File: config.mk
export PLATFORM = sky130hd
export DESIGN_NAME = ex_operand_stage_flat
export DESIGN_NICKNAME = d
export VERILOG_FILES = /design/src/rtl/ex_operand_stage_if.sv /design/src/rtl/ex_operand_stage.sv /design/src/flat_wrapper.sv
export SDC_FILE = /design/constraint.sdc
export NUM_CORES = 1
export LEC_CHECK = 0
export CELL_PAD_IN_SITES_DETAIL_PLACEMENT = 1
export CELL_PAD_IN_SITES_GLOBAL_PLACEMENT = 2
export CORE_AREA = 4 4 205 207
export CTS_BUF_LIST = sky130_fd_sc_hd__clkbuf_4
export CTS_CLUSTER_DIAMETER = 150
export CTS_CLUSTER_SIZE = 40
export DETAILED_ROUTE_END_ITERATION = 10
export DIE_AREA = 0 0 209 211
export PLACE_DENSITY = 0.86
export RECOVER_POWER = 100
export SLEW_MARGIN = 25
export SYNTH_ARGS = -nofsm -noshare
export SYNTH_HDL_FRONTEND = slang
export SYNTH_SLANG_ARGS = --single-unit
File: constraint.sdc
create_clock -name clk -period 4.05 [get_ports clk]
set_input_delay 0.81 -clock clk [delete_from_list [all_inputs] [get_ports clk]]
set_output_delay 0.81 -clock clk [all_outputs]
set_load 0.02 [all_outputs]
File: src/rtl/ex_operand_stage_if.sv
// ex_operand_stage_if -- bundle between the ID/forwarding side of the core
// and the ID/EX operand stage.
//   master : drives the decoded ID fields, MEM/WB forwarding sources and the
//            stall/flush controls; receives the EX-stage outputs.
//   slave  : the operand stage itself.
// ALU control encodings shared by the core are defined here as well.

`ifndef ALUCTRL_ADD
`define ALUCTRL_ADD 4'b0000
`endif
`ifndef ALUCTRL_SUB
`define ALUCTRL_SUB 4'b1000
`endif

interface ex_operand_stage_if #(
  parameter int XLEN = 32
);
  // ID stage fields
  logic            id_valid;
  logic [XLEN-1:0] id_pc;
  logic [4:0]      id_rs1;
  logic [4:0]      id_rs2;
  logic [4:0]      id_rd;
  logic [XLEN-1:0] id_rs1_data;
  logic [XLEN-1:0] id_rs2_data;
  logic [XLEN-1:0] id_imm;
  logic [3:0]      id_aluCtrl;
  logic            id_asel;
  logic            id_bsel;
  logic            id_regwen;
  logic            id_memread;
  logic            id_memwrite;
  // forwarding sources
  logic [4:0]      mem_rd;
  logic            mem_regwen;
  logic [XLEN-1:0] mem_aluout;
  logic [4:0]      wb_rd;
  logic            wb_regwen;
  logic [XLEN-1:0] wb_data;
  // pipeline control
  logic            stall_in;
  logic            flush;
  logic            hazard_stall;
  // EX stage outputs
  logic            ex_valid;
  logic            ex_regwen;
  logic            ex_memread;
  logic            ex_memwrite;
  logic [XLEN-1:0] ex_pc;
  logic [4:0]      ex_rd;
  logic [XLEN-1:0] aluin1;
  logic [XLEN-1:0] aluin2;
  logic [3:0]      aluCtrl;
  logic [XLEN-1:0] ex_store_data;

  modport master (
    output id_valid, id_pc, id_rs1, id_rs2, id_rd, id_rs1_data, id_rs2_data,
           id_imm, id_aluCtrl, id_asel, id_bsel, id_regwen, id_memread,
           id_memwrite, mem_rd, mem_regwen, mem_aluout, wb_rd, wb_regwen,
           wb_data, stall_in, flush,
    input  hazard_stall, ex_valid, ex_regwen, ex_memread, ex_memwrite, ex_pc,
           ex_rd, aluin1, aluin2, aluCtrl, ex_store_data
  );

  modport slave (
    input  id_valid, id_pc, id_rs1, id_rs2, id_rd, id_rs1_data, id_rs2_data,
           id_imm, id_aluCtrl, id_asel, id_bsel, id_regwen, id_memread,
           id_memwrite, mem_rd, mem_regwen, mem_aluout, wb_rd, wb_regwen,
           wb_data, stall_in, flush,
    output hazard_stall, ex_valid, ex_regwen, ex_memread, ex_memwrite, ex_pc,
           ex_rd, aluin1, aluin2, aluCtrl, ex_store_data
  );
endinterface

File: src/rtl/ex_operand_stage.sv
// ex_operand_stage -- ID/EX pipeline register with operand forwarding and
// load-use hazard detection for the 5-stage RISC-V core.
// Ports:
//   clk  : core clock, rising edge
//   rst  : synchronous reset, active-high
//   bus  : ex_operand_stage_if.slave (ID fields, MEM/WB forwarding sources,
//          stall_in/flush in; hazard_stall and EX operands/control out)

module ex_operand_stage #(
  parameter int         XLEN        = 32,
  parameter logic [3:0] NOP_ALUCTRL = `ALUCTRL_ADD
) (
  input logic               clk,
  input logic               rst,
  ex_operand_stage_if.slave bus
);

  logic            valid_p1;
  logic [XLEN-1:0] pc_p1;
  logic [4:0]      rs1_p1;
  logic [4:0]      rs2_p1;
  logic [4:0]      rd_p1;
  logic [XLEN-1:0] rs1_val_p1;
  logic [XLEN-1:0] rs2_val_p1;
  logic [XLEN-1:0] imm_p1;
  logic [3:0]      alu_ctrl_p1;
  logic            asel_p1;
  logic            bsel_p1;
  logic            regwen_p1;
  logic            memread_p1;
  logic            memwrite_p1;

  logic            hazard;
  logic            kill;
  logic [XLEN-1:0] fwd1;
  logic [XLEN-1:0] fwd2;

  // A producer matches a source register only when it writes and is not x0.
  function automatic logic reg_hit(input logic regwen, input logic [4:0] rd,
                                   input logic [4:0] rs);
    return regwen && (rd != 5'd0) && (rd == rs);
  endfunction

  // MEM result is younger than WB, so it wins when both match.
  function automatic logic [XLEN-1:0] fwd_sel(input logic [4:0] rs,
                                              input logic [XLEN-1:0] val);
    if (reg_hit(bus.mem_regwen, bus.mem_rd, rs)) return bus.mem_aluout;
    if (reg_hit(bus.wb_regwen, bus.wb_rd, rs))   return bus.wb_data;
    return val;
  endfunction

  // Load in EX whose destination is read by the instruction in ID.
  always_comb begin
    hazard = bus.id_valid && valid_p1 && memread_p1 && (rd_p1 != 5'd0) &&
             ((rd_p1 == bus.id_rs1) || (rd_p1 == bus.id_rs2)) && !bus.flush;
  end

  // Every case that loads an all-zero bubble; stall_in outranks the hazard
  // and empty-ID bubbles but not reset or flush.
  assign kill = rst || bus.flush ||
                (!bus.stall_in && (hazard || !bus.id_valid));

  // ---- ID -> EX register boundary ----
  always_ff @(posedge clk) begin
    if (kill) begin
      valid_p1    <= 1'b0;
      pc_p1       <= '0;
      rs1_p1      <= '0;
      rs2_p1      <= '0;
      rd_p1       <= '0;
      rs1_val_p1  <= '0;
      rs2_val_p1  <= '0;
      imm_p1      <= '0;
      alu_ctrl_p1 <= NOP_ALUCTRL;
      asel_p1     <= 1'b0;
      bsel_p1     <= 1'b0;
      regwen_p1   <= 1'b0;
      memread_p1  <= 1'b0;
      memwrite_p1 <= 1'b0;
    end else if (bus.stall_in) begin
      // The WB value would be gone by the time the hold releases, so latch it.
      if (reg_hit(bus.wb_regwen, bus.wb_rd, rs1_p1)) rs1_val_p1 <= bus.wb_data;
      if (reg_hit(bus.wb_regwen, bus.wb_rd, rs2_p1)) rs2_val_p1 <= bus.wb_data;
    end else begin
      valid_p1    <= 1'b1;
      pc_p1       <= bus.id_pc;
      rs1_p1      <= bus.id_rs1;
      rs2_p1      <= bus.id_rs2;
      rd_p1       <= bus.id_rd;
      // The regfile is not write-through: pick up a same-cycle WB write here.
      rs1_val_p1  <= reg_hit(bus.wb_regwen, bus.wb_rd, bus.id_rs1) ?
                     bus.wb_data : bus.id_rs1_data;
      rs2_val_p1  <= reg_hit(bus.wb_regwen, bus.wb_rd, bus.id_rs2) ?
                     bus.wb_data : bus.id_rs2_data;
      imm_p1      <= bus.id_imm;
      alu_ctrl_p1 <= bus.id_aluCtrl;
      asel_p1     <= bus.id_asel;
      bsel_p1     <= bus.id_bsel;
      regwen_p1   <= bus.id_regwen;
      memread_p1  <= bus.id_memread;
      memwrite_p1 <= bus.id_memwrite;
    end
  end

  // ---- EX operand selection ----
  assign fwd1 = fwd_sel(rs1_p1, rs1_val_p1);
  assign fwd2 = fwd_sel(rs2_p1, rs2_val_p1);

  assign bus.hazard_stall  = hazard;
  assign bus.ex_valid      = valid_p1;
  assign bus.ex_regwen     = regwen_p1;
  assign bus.ex_memread    = memread_p1;
  assign bus.ex_memwrite   = memwrite_p1;
  assign bus.ex_pc         = pc_p1;
  assign bus.ex_rd         = rd_p1;
  assign bus.aluin1        = asel_p1 ? pc_p1 : fwd1;
  assign bus.aluin2        = bsel_p1 ? imm_p1 : fwd2;
  assign bus.aluCtrl       = alu_ctrl_p1;
  assign bus.ex_store_data = fwd2;

endmodule

File: src/flat_wrapper.sv
// flat-port wrapper written by rule: the top's interface ports become plain ports
module ex_operand_stage_flat 
#(
  parameter int         XLEN        = 32,
  parameter logic [3:0] NOP_ALUCTRL = `ALUCTRL_ADD
)
  (clk, rst, bus_id_valid, bus_id_pc, bus_id_rs1, bus_id_rs2, bus_id_rd, bus_id_rs1_data, bus_id_rs2_data, bus_id_imm, bus_id_aluCtrl, bus_id_asel, bus_id_bsel, bus_id_regwen, bus_id_memread, bus_id_memwrite, bus_mem_rd, bus_mem_regwen, bus_mem_aluout, bus_wb_rd, bus_wb_regwen, bus_wb_data, bus_stall_in, bus_flush, bus_hazard_stall, bus_ex_valid, bus_ex_regwen, bus_ex_memread, bus_ex_memwrite, bus_ex_pc, bus_ex_rd, bus_aluin1, bus_aluin2, bus_aluCtrl, bus_ex_store_data);
  ex_operand_stage_if #(.XLEN(XLEN)) bus_i ();
  input logic clk;
  input logic rst;
  input wire logic [$bits(bus_i.id_valid)-1:0] bus_id_valid;
  input wire logic [$bits(bus_i.id_pc)-1:0] bus_id_pc;
  input wire logic [$bits(bus_i.id_rs1)-1:0] bus_id_rs1;
  input wire logic [$bits(bus_i.id_rs2)-1:0] bus_id_rs2;
  input wire logic [$bits(bus_i.id_rd)-1:0] bus_id_rd;
  input wire logic [$bits(bus_i.id_rs1_data)-1:0] bus_id_rs1_data;
  input wire logic [$bits(bus_i.id_rs2_data)-1:0] bus_id_rs2_data;
  input wire logic [$bits(bus_i.id_imm)-1:0] bus_id_imm;
  input wire logic [$bits(bus_i.id_aluCtrl)-1:0] bus_id_aluCtrl;
  input wire logic [$bits(bus_i.id_asel)-1:0] bus_id_asel;
  input wire logic [$bits(bus_i.id_bsel)-1:0] bus_id_bsel;
  input wire logic [$bits(bus_i.id_regwen)-1:0] bus_id_regwen;
  input wire logic [$bits(bus_i.id_memread)-1:0] bus_id_memread;
  input wire logic [$bits(bus_i.id_memwrite)-1:0] bus_id_memwrite;
  input wire logic [$bits(bus_i.mem_rd)-1:0] bus_mem_rd;
  input wire logic [$bits(bus_i.mem_regwen)-1:0] bus_mem_regwen;
  input wire logic [$bits(bus_i.mem_aluout)-1:0] bus_mem_aluout;
  input wire logic [$bits(bus_i.wb_rd)-1:0] bus_wb_rd;
  input wire logic [$bits(bus_i.wb_regwen)-1:0] bus_wb_regwen;
  input wire logic [$bits(bus_i.wb_data)-1:0] bus_wb_data;
  input wire logic [$bits(bus_i.stall_in)-1:0] bus_stall_in;
  input wire logic [$bits(bus_i.flush)-1:0] bus_flush;
  output wire logic [$bits(bus_i.hazard_stall)-1:0] bus_hazard_stall;
  output wire logic [$bits(bus_i.ex_valid)-1:0] bus_ex_valid;
  output wire logic [$bits(bus_i.ex_regwen)-1:0] bus_ex_regwen;
  output wire logic [$bits(bus_i.ex_memread)-1:0] bus_ex_memread;
  output wire logic [$bits(bus_i.ex_memwrite)-1:0] bus_ex_memwrite;
  output wire logic [$bits(bus_i.ex_pc)-1:0] bus_ex_pc;
  output wire logic [$bits(bus_i.ex_rd)-1:0] bus_ex_rd;
  output wire logic [$bits(bus_i.aluin1)-1:0] bus_aluin1;
  output wire logic [$bits(bus_i.aluin2)-1:0] bus_aluin2;
  output wire logic [$bits(bus_i.aluCtrl)-1:0] bus_aluCtrl;
  output wire logic [$bits(bus_i.ex_store_data)-1:0] bus_ex_store_data;
  assign bus_i.id_valid = bus_id_valid;
  assign bus_i.id_pc = bus_id_pc;
  assign bus_i.id_rs1 = bus_id_rs1;
  assign bus_i.id_rs2 = bus_id_rs2;
  assign bus_i.id_rd = bus_id_rd;
  assign bus_i.id_rs1_data = bus_id_rs1_data;
  assign bus_i.id_rs2_data = bus_id_rs2_data;
  assign bus_i.id_imm = bus_id_imm;
  assign bus_i.id_aluCtrl = bus_id_aluCtrl;
  assign bus_i.id_asel = bus_id_asel;
  assign bus_i.id_bsel = bus_id_bsel;
  assign bus_i.id_regwen = bus_id_regwen;
  assign bus_i.id_memread = bus_id_memread;
  assign bus_i.id_memwrite = bus_id_memwrite;
  assign bus_i.mem_rd = bus_mem_rd;
  assign bus_i.mem_regwen = bus_mem_regwen;
  assign bus_i.mem_aluout = bus_mem_aluout;
  assign bus_i.wb_rd = bus_wb_rd;
  assign bus_i.wb_regwen = bus_wb_regwen;
  assign bus_i.wb_data = bus_wb_data;
  assign bus_i.stall_in = bus_stall_in;
  assign bus_i.flush = bus_flush;
  assign bus_hazard_stall = bus_i.hazard_stall;
  assign bus_ex_valid = bus_i.ex_valid;
  assign bus_ex_regwen = bus_i.ex_regwen;
  assign bus_ex_memread = bus_i.ex_memread;
  assign bus_ex_memwrite = bus_i.ex_memwrite;
  assign bus_ex_pc = bus_i.ex_pc;
  assign bus_ex_rd = bus_i.ex_rd;
  assign bus_aluin1 = bus_i.aluin1;
  assign bus_aluin2 = bus_i.aluin2;
  assign bus_aluCtrl = bus_i.aluCtrl;
  assign bus_ex_store_data = bus_i.ex_store_data;
  ex_operand_stage #(.XLEN(XLEN), .NOP_ALUCTRL(NOP_ALUCTRL)) u_core (.clk(clk), .rst(rst), .bus(bus_i));
endmodule
==> results.sh, run 1 <==
export IMPL_outcome="finished, violations left"
export IMPL_violations="max-capacitance violations, max-slew violations, negative setup slack"
export IMPL_max_slew_worst_pin_slew_ns=2.12
export IMPL_switching_share=0.348
export IMPL_die_h_um=211
export IMPL_synth_area_leaders="dfxtp_1 (29%), a221oi_2 (8.0%), o31ai_1 (6.9%)"
export IMPL_drive_above_1_share=0.210
export IMPL_coreArea_sq_um=40400
export IMPL_skew_ns=0.0312
export IMPL_syn_area_sq_um=10400
export IMPL_post_dp_hpwl_um=39200
export IMPL_grt_max_degree=121
export IMPL_ys_seq_area_frac=0.295
export IMPL_instances_no_fill=2233
export IMPL_reg2reg_slack_ns=0.59
export IMPL_path_clk_slew_ns=0.13
export IMPL_syn_num_nets=1538
export IMPL_hold_viol=0
export IMPL_clock_sinks=153
export IMPL_cap_violations=2
export IMPL_drcViolationCount=0
export IMPL_vias=12576
export IMPL_routedWlPerCell_um=25.6
export IMPL_die_area_sq_um=44100
export IMPL_grt_pass1_wl_um=83400
export IMPL_ant_nets=0
export IMPL_finalWeightedCongestion=0.836
export IMPL_syn_inst=1305
export IMPL_power_density_nw_per_um2=232
export IMPL_cp_top_family="buffers and inverters"
export IMPL_ir_worst_vdd_uv=148
export IMPL_critPathKind="in2out"
export IMPL_synth_area_per_cell_sq_um=7.96
export IMPL_drt_initial_drc_count=914
export IMPL_fin_nets=1914
export IMPL_setup_viol=1
export IMPL_clk_latency_ns=0.65
export IMPL_async_flop_share=0
export IMPL_worstPathCellList="dlygate4sd2_1 > or4_4 > o21ai_4 > or3b_1 > buf_6 > buf_16 > a221oi_2 > o31ai_1 > buf_2"
export IMPL_portBuffers=374
export IMPL_cts_tree="done"
export IMPL_arrival_ns=3.25
export IMPL_power_frac_clock=0.274
export IMPL_cts_buffers=17
export IMPL_h_tree_depth=4
export IMPL_start_util=0.257
export IMPL_synth_cell_types=38
export IMPL_p_switching_mw=1.28
export IMPL_relSlewSlack=-0.416
export IMPL_dp_cells=2173
export IMPL_worst_hold_slack_ns=0.470
export IMPL_drt_first_pass_iters=5
export IMPL_cp_slowest_cell="or4_4"
export IMPL_drv_slew=155
export IMPL_synth_top_cells_by_count="nand2_1 (187), dfxtp_1 (153), a21oi_1 (120), clkbuf_1 (105), nor2_1 (103)"
export IMPL_fin_crit_sh=1.00
export IMPL_ys_ff_latch=153
export IMPL_endpoint_kind="output pin"
export IMPL_root_buffer="clkbuf_4"
export IMPL_synthToLayoutAreaGrowth_pct=52.7
export IMPL_rsz0062_at_grt="yes"
export IMPL_reg2reg_to="u_core.rs2_val_p1[17]"
export IMPL_hp_class="reg2reg"
export IMPL_synth_enable_flop_cells=0
export IMPL_synth_warnings=0
export IMPL_cts_hold_buffers=0
export IMPL_ys_flop_type="dfxtp_1"
export IMPL_yosysTopAreaCellShare=0.295
export IMPL_synth_most_common_cell="nand2_1"
export IMPL_viasPerCell=5.63
export IMPL_layout_setup_ws_ns=-0.00775
export IMPL_grt_overflow=0
export IMPL_synth_largest_area_cell="dfxtp_1"
export IMPL_hold_depth=2
export IMPL_comb_power_share=0.294
export IMPL_hold_start="u_core.bus.aluCtrl[1]"
export IMPL_timing_rr_start="u_core.bus.ex_rd[4]"
export IMPL_hold_end="u_core.bus.aluCtrl[1]"
export IMPL_p_leak_nw=5.59
export IMPL_clockBufferDepth=2
export IMPL_clock_fmax_mhz=246
export IMPL_p_int_mw=2.40
export IMPL_cpPeakStageDelay_ns=0.59
export IMPL_critPathMaxFanout=16
export IMPL_r2r_cells=6
export IMPL_grtUsageTotal=0.242
export IMPL_fin_crit_ns=4.06
export IMPL_fin_setup_tns_ns=-0.00775
export IMPL_worstPathRequired_ns=3.24
export IMPL_path_buf_inv=4
export IMPL_grt_pass1_vias=13228
export IMPL_placementRows=74
export IMPL_total_power_mw=3.68
export IMPL_wirelength_um=57200
export IMPL_ioPinCount=375
export IMPL_critPathLaunchType="input port"
export IMPL_p_seq_frac=0.432
export IMPL_die_w_um=209
export IMPL_antenna_found_initial=9
-- placed cells by master (no fill, tap or decap), drive strengths merged, types with 46 or more instances in the layout --
master,instances
o31ai,96
a221oi,96
clkbuf,50
nor2,103
a21oi,120
dlygate4sd3,46
and2,66
clkdlybuf4s50,227
o211ai,88
nand2,187
dfxtp,153
buf,195
-- logic make-up (layout without fill, tap and decap cells) --
| family | count (synthesis) | after routing | share of synthesized area |
|---|---|---|---|
| flops | 153 | 153 | 0.295 |
| simple gates | 410 | 411 | 0.180 |
| xor+xnor | 40 | 40 | 0.0337 |
| compound gates | 504 | 504 | 0.388 |
| mux | 32 | 32 | 0.0308 |
| buf+inv | 166 | 553 | 0.0728 |
| other cells | 0 | 8 | 0 |
-- stage by stage --
| step | util | setup WS, ns | instance area [sq um] |
|---|---|---|---|
| finish | 0.393 | -0.00775 | 15900 |
| global route | 0.393 | -0.111 | 15900 |
| CTS | 0.388 | -0.0696 | 15700 |
| detailed placement | 0.382 | -0.698 | 15400 |
| global placement | 0.381 | -0.570 | 15400 |
| floorplan | - | 0.423 | 10400 |
-- flip-flops by register name, indices dropped and copies added, names as in the netlist --
register	count
u_core.asel_p1	1
u_core.bsel_p1	1
u_core.bus.aluCtrl	4
u_core.bus.ex_memread	1
u_core.bus.ex_memwrite	1
u_core.bus.ex_pc	32
u_core.bus.ex_rd	5
u_core.bus.ex_regwen	1
u_core.bus.ex_valid	1
u_core.imm_p1	32
u_core.rs1_p1	5
u_core.rs1_val_p1	32
u_core.rs2_p1	5
u_core.rs2_val_p1	32
-- routing by layer --
metal  global-route usage  wire length, um
met1                0.313            24900
met2                0.409            28000
met3               0.0545             3190
met4               0.0668             1150
met5                    0               12
-- worst register-to-register path, cell delays in order, from the launching register on --
cell and delay, ns:
dfxtp_1 0.51, xor2_1 0.11, nor3_1 0.20, a22oi_1 0.14, nor2_1 0.42, clkbuf_1 1.56
o32ai_1 0.33
-- repair_timing --
action	4_1_cts	5_1_grt
setup endpoints to repair	96	76
buffers inserted	8	9
gates resized for setup	304	123
pin swaps	6	12
gates cloned	0	4
-- worst max-delay path by stage --
stage | startpoint | to | depth (start not counted)
2_1_floorplan | bus_wb_rd[0] | bus_aluin2[21] | 8
3_5_place_dp | bus_wb_rd[4] | bus_aluin2[12] | 8
6_report | bus_wb_rd[4] | bus_aluin2[20] | 9
3_3_place_gp | bus_wb_rd[4] | bus_aluin2[15] | 8
5_1_grt | bus_mem_rd[0] | bus_aluin2[8] | 9
4_1_cts | bus_wb_rd[3] | bus_aluin1[8] | 10
-- area by class of cell --
type,instances,area (sq um)
antenna,8,20.0
clock buffer,17,128
clock inverter,14,134
fill,4782,24500
inverter,1,8.76
multi-input combinational,987,6990
sequential,153,3070
tap,532,666
timing repair buffer,521,4850
-- power by group through the flow --
stage	combinational, mW	sequential [mW]	clock, mW
final	1.08	1.59	1.01
after global routing	1.15	1.59	1.09
after global placement	1.06	1.62	0
after detailed placement	1.08	1.62	0
after CTS	1.07	1.59	1.05
after floorplan	0.479	1.62	0
Note: power is estimated with default switching activity, not from simulation.
==> inputs of run 2 (changes only) <==
--- a/config.mk
+++ b/config.mk
@@ -14,7 +14,6 @@
 export DETAILED_ROUTE_END_ITERATION = 10
 export DIE_AREA = 0 0 209 211
 export PLACE_DENSITY = 0.86
-export RECOVER_POWER = 100
 export SLEW_MARGIN = 25
 export SYNTH_ARGS = -nofsm -noshare
 export SYNTH_HDL_FRONTEND = slang
==> results.sh, run 2 (synthesized netlist as in run 1, its figures left out) <==
export IMPL_outcome="finished clean"
export IMPL_drt_first_pass_iters=5
export IMPL_die_area_sq_um=44100
export IMPL_fin_crit_ns=4.03
export IMPL_die_w_um=209
export IMPL_synthToLayoutAreaGrowth_pct=53.1
export IMPL_hp_class="reg2reg"
export IMPL_critPathLaunchType="input port"
export IMPL_grt_use_met3=0.0545
export IMPL_ant_nets=0
export IMPL_grt_pass1_vias=13228
export IMPL_busiest_layer="met2"
export IMPL_grt_max_degree=121
export IMPL_portBuffers=374
export IMPL_r2r_cells=6
export IMPL_drt_initial_drc_count=829
export IMPL_arrival_ns=3.22
export IMPL_critPathKind="in2out"
export IMPL_rsz0062_at_grt="yes"
export IMPL_start_util=0.257
export IMPL_power_density_nw_per_um2=232
export IMPL_gr_usage_met2=0.409
export IMPL_post_dp_hpwl_um=39200
export IMPL_cts_buffers=17
export IMPL_grtUsageTotal=0.242
export IMPL_hold_viol=0
export IMPL_p_leak_nw=5.47
export IMPL_clock_fmax_mhz=248
export IMPL_reg2reg_to="u_core.rs1_val_p1[3]"
export IMPL_wirelength_um=57200
export IMPL_grt_overflow=0
export IMPL_drcViolationCount=0
export IMPL_worstPathRequired_ns=3.24
export IMPL_use_met1=0.313
export IMPL_fin_crit_sh=0.996
export IMPL_path_clk_slew_ns=0.13
export IMPL_viasPerCell=5.63
export IMPL_routedWlPerCell_um=25.6
export IMPL_finalWeightedCongestion=0.836
export IMPL_reg2reg_slack_ns=0.84
export IMPL_hold_end="u_core.bus.aluCtrl[1]"
export IMPL_layout_commonest_cell="clkdlybuf4s50_1"
export IMPL_worst_hold_slack_ns=0.473
export IMPL_hold_start="u_core.bus.aluCtrl[1]"
export IMPL_h_tree_depth=4
export IMPL_clock_sinks=153
export IMPL_critPathMaxFanout=10
export IMPL_root_buffer="clkbuf_4"
export IMPL_grt_pass1_wl_um=83400
export IMPL_vias=12561
export IMPL_cap_violations=0
export IMPL_relSlewSlack=0.386
export IMPL_ioPinCount=375
export IMPL_setup_viol=0
export IMPL_mostFrequentLayoutCells="clkdlybuf4s50_1 (273), nand2_1 (185), dfxtp_1 (151), buf_4 (129), a21oi_1 (120)"
export IMPL_hold_depth=2
export IMPL_ir_worst_vdd_uv=150
export IMPL_max_slew_worst_pin_slew_ns=0.921
export IMPL_total_power_mw=3.69
export IMPL_cts_tree="done"
export IMPL_coreArea_sq_um=40400
export IMPL_endpoint_kind="output pin"
export IMPL_drive_above_1_share=0.213
export IMPL_placementRows=74
export IMPL_antenna_found_initial=9
export IMPL_skew_ns=0.0307
export IMPL_final_area_sq_um=15900
export IMPL_timing_rr_start="u_core.bus.ex_rd[0]"
export IMPL_drv_slew=0
export IMPL_clockBufferDepth=2
export IMPL_fin_nets=1914
export IMPL_clk_latency_ns=0.66
export IMPL_place_area_sq_um=15400
export IMPL_die_h_um=211
-- run 2: stage by stage --
| step | instances | setup slack [ns] | TNS, ns | utilization |
|---|---|---|---|---|
| 5_1_grt | 2229 | -0.111 | -0.203 | 0.394 |
| 3_3_place_gp | 2172 | -0.570 | -36.68 | 0.381 |
| 6_report | 2233 | 0.0161 | 0 | 0.394 |
| 4_1_cts | 2212 | -0.0696 | -0.317 | 0.388 |
| 2_1_floorplan | 1305 | 0.423 | 0 | - |
| 3_5_place_dp | 2173 | -0.698 | -38.49 | 0.382 |
-- run 2: cell type report --
class,count,area (sq um)
diodes,8,20.0
clock buffers,17,128
clock inverters,14,134
fillers,4777,24500
inverters,1,8.76
multi-input cells,987,7010
flip-flops and latches,153,3070
well taps,532,666
repair buffers,521,4870
-- run 2: where the power goes --
group / internal (mW) / switching, mW / leakage (nW)
sequential: 1.55 / 0.0413 / 1.24
combinational: 0.505 / 0.586 / 4.09
clock: 0.353 / 0.660 / 0.130
-- run 2: worst max path at each step --
stage | startpoint | end | slack, ns
global route | bus_mem_rd[0] | bus_aluin2[8] | -0.11
detailed placement | bus_wb_rd[4] | bus_aluin2[12] | -0.70
CTS | bus_wb_rd[3] | bus_aluin1[8] | -0.07
global placement | bus_wb_rd[4] | bus_aluin2[15] | -0.57
floorplan | bus_wb_rd[0] | bus_aluin2[21] | 0.42
finish | bus_mem_rd[0] | bus_aluin2[8] | 0.02
-- run 2: metal layers --
layer | wire, um | share of wire
met2 | 28000 | 0.49
met4 | 1100 | 0.019
met5 | 12 | 0.00021
met1 | 24800 | 0.43
met3 | 3300 | 0.058
-- run 2: critical path, stage by stage --
cell	delay [ns]
clkdlybuf4s50_1	0.44
buf_4	0.16
xor2_1	0.15
nor3_2	0.32
and3_4	0.41
buf_12	0.20
a221oi_4	0.05
o31ai_1	0.31
clkdlybuf4s15_1	0.35
-- run 2: timing repair --
item,4_1_cts,5_1_grt
resized for setup,304,123
pin swaps,6,12
setup buffers,8,9
setup endpoints to repair,96,76
hold buffers,0,0
gates cloned,0,4
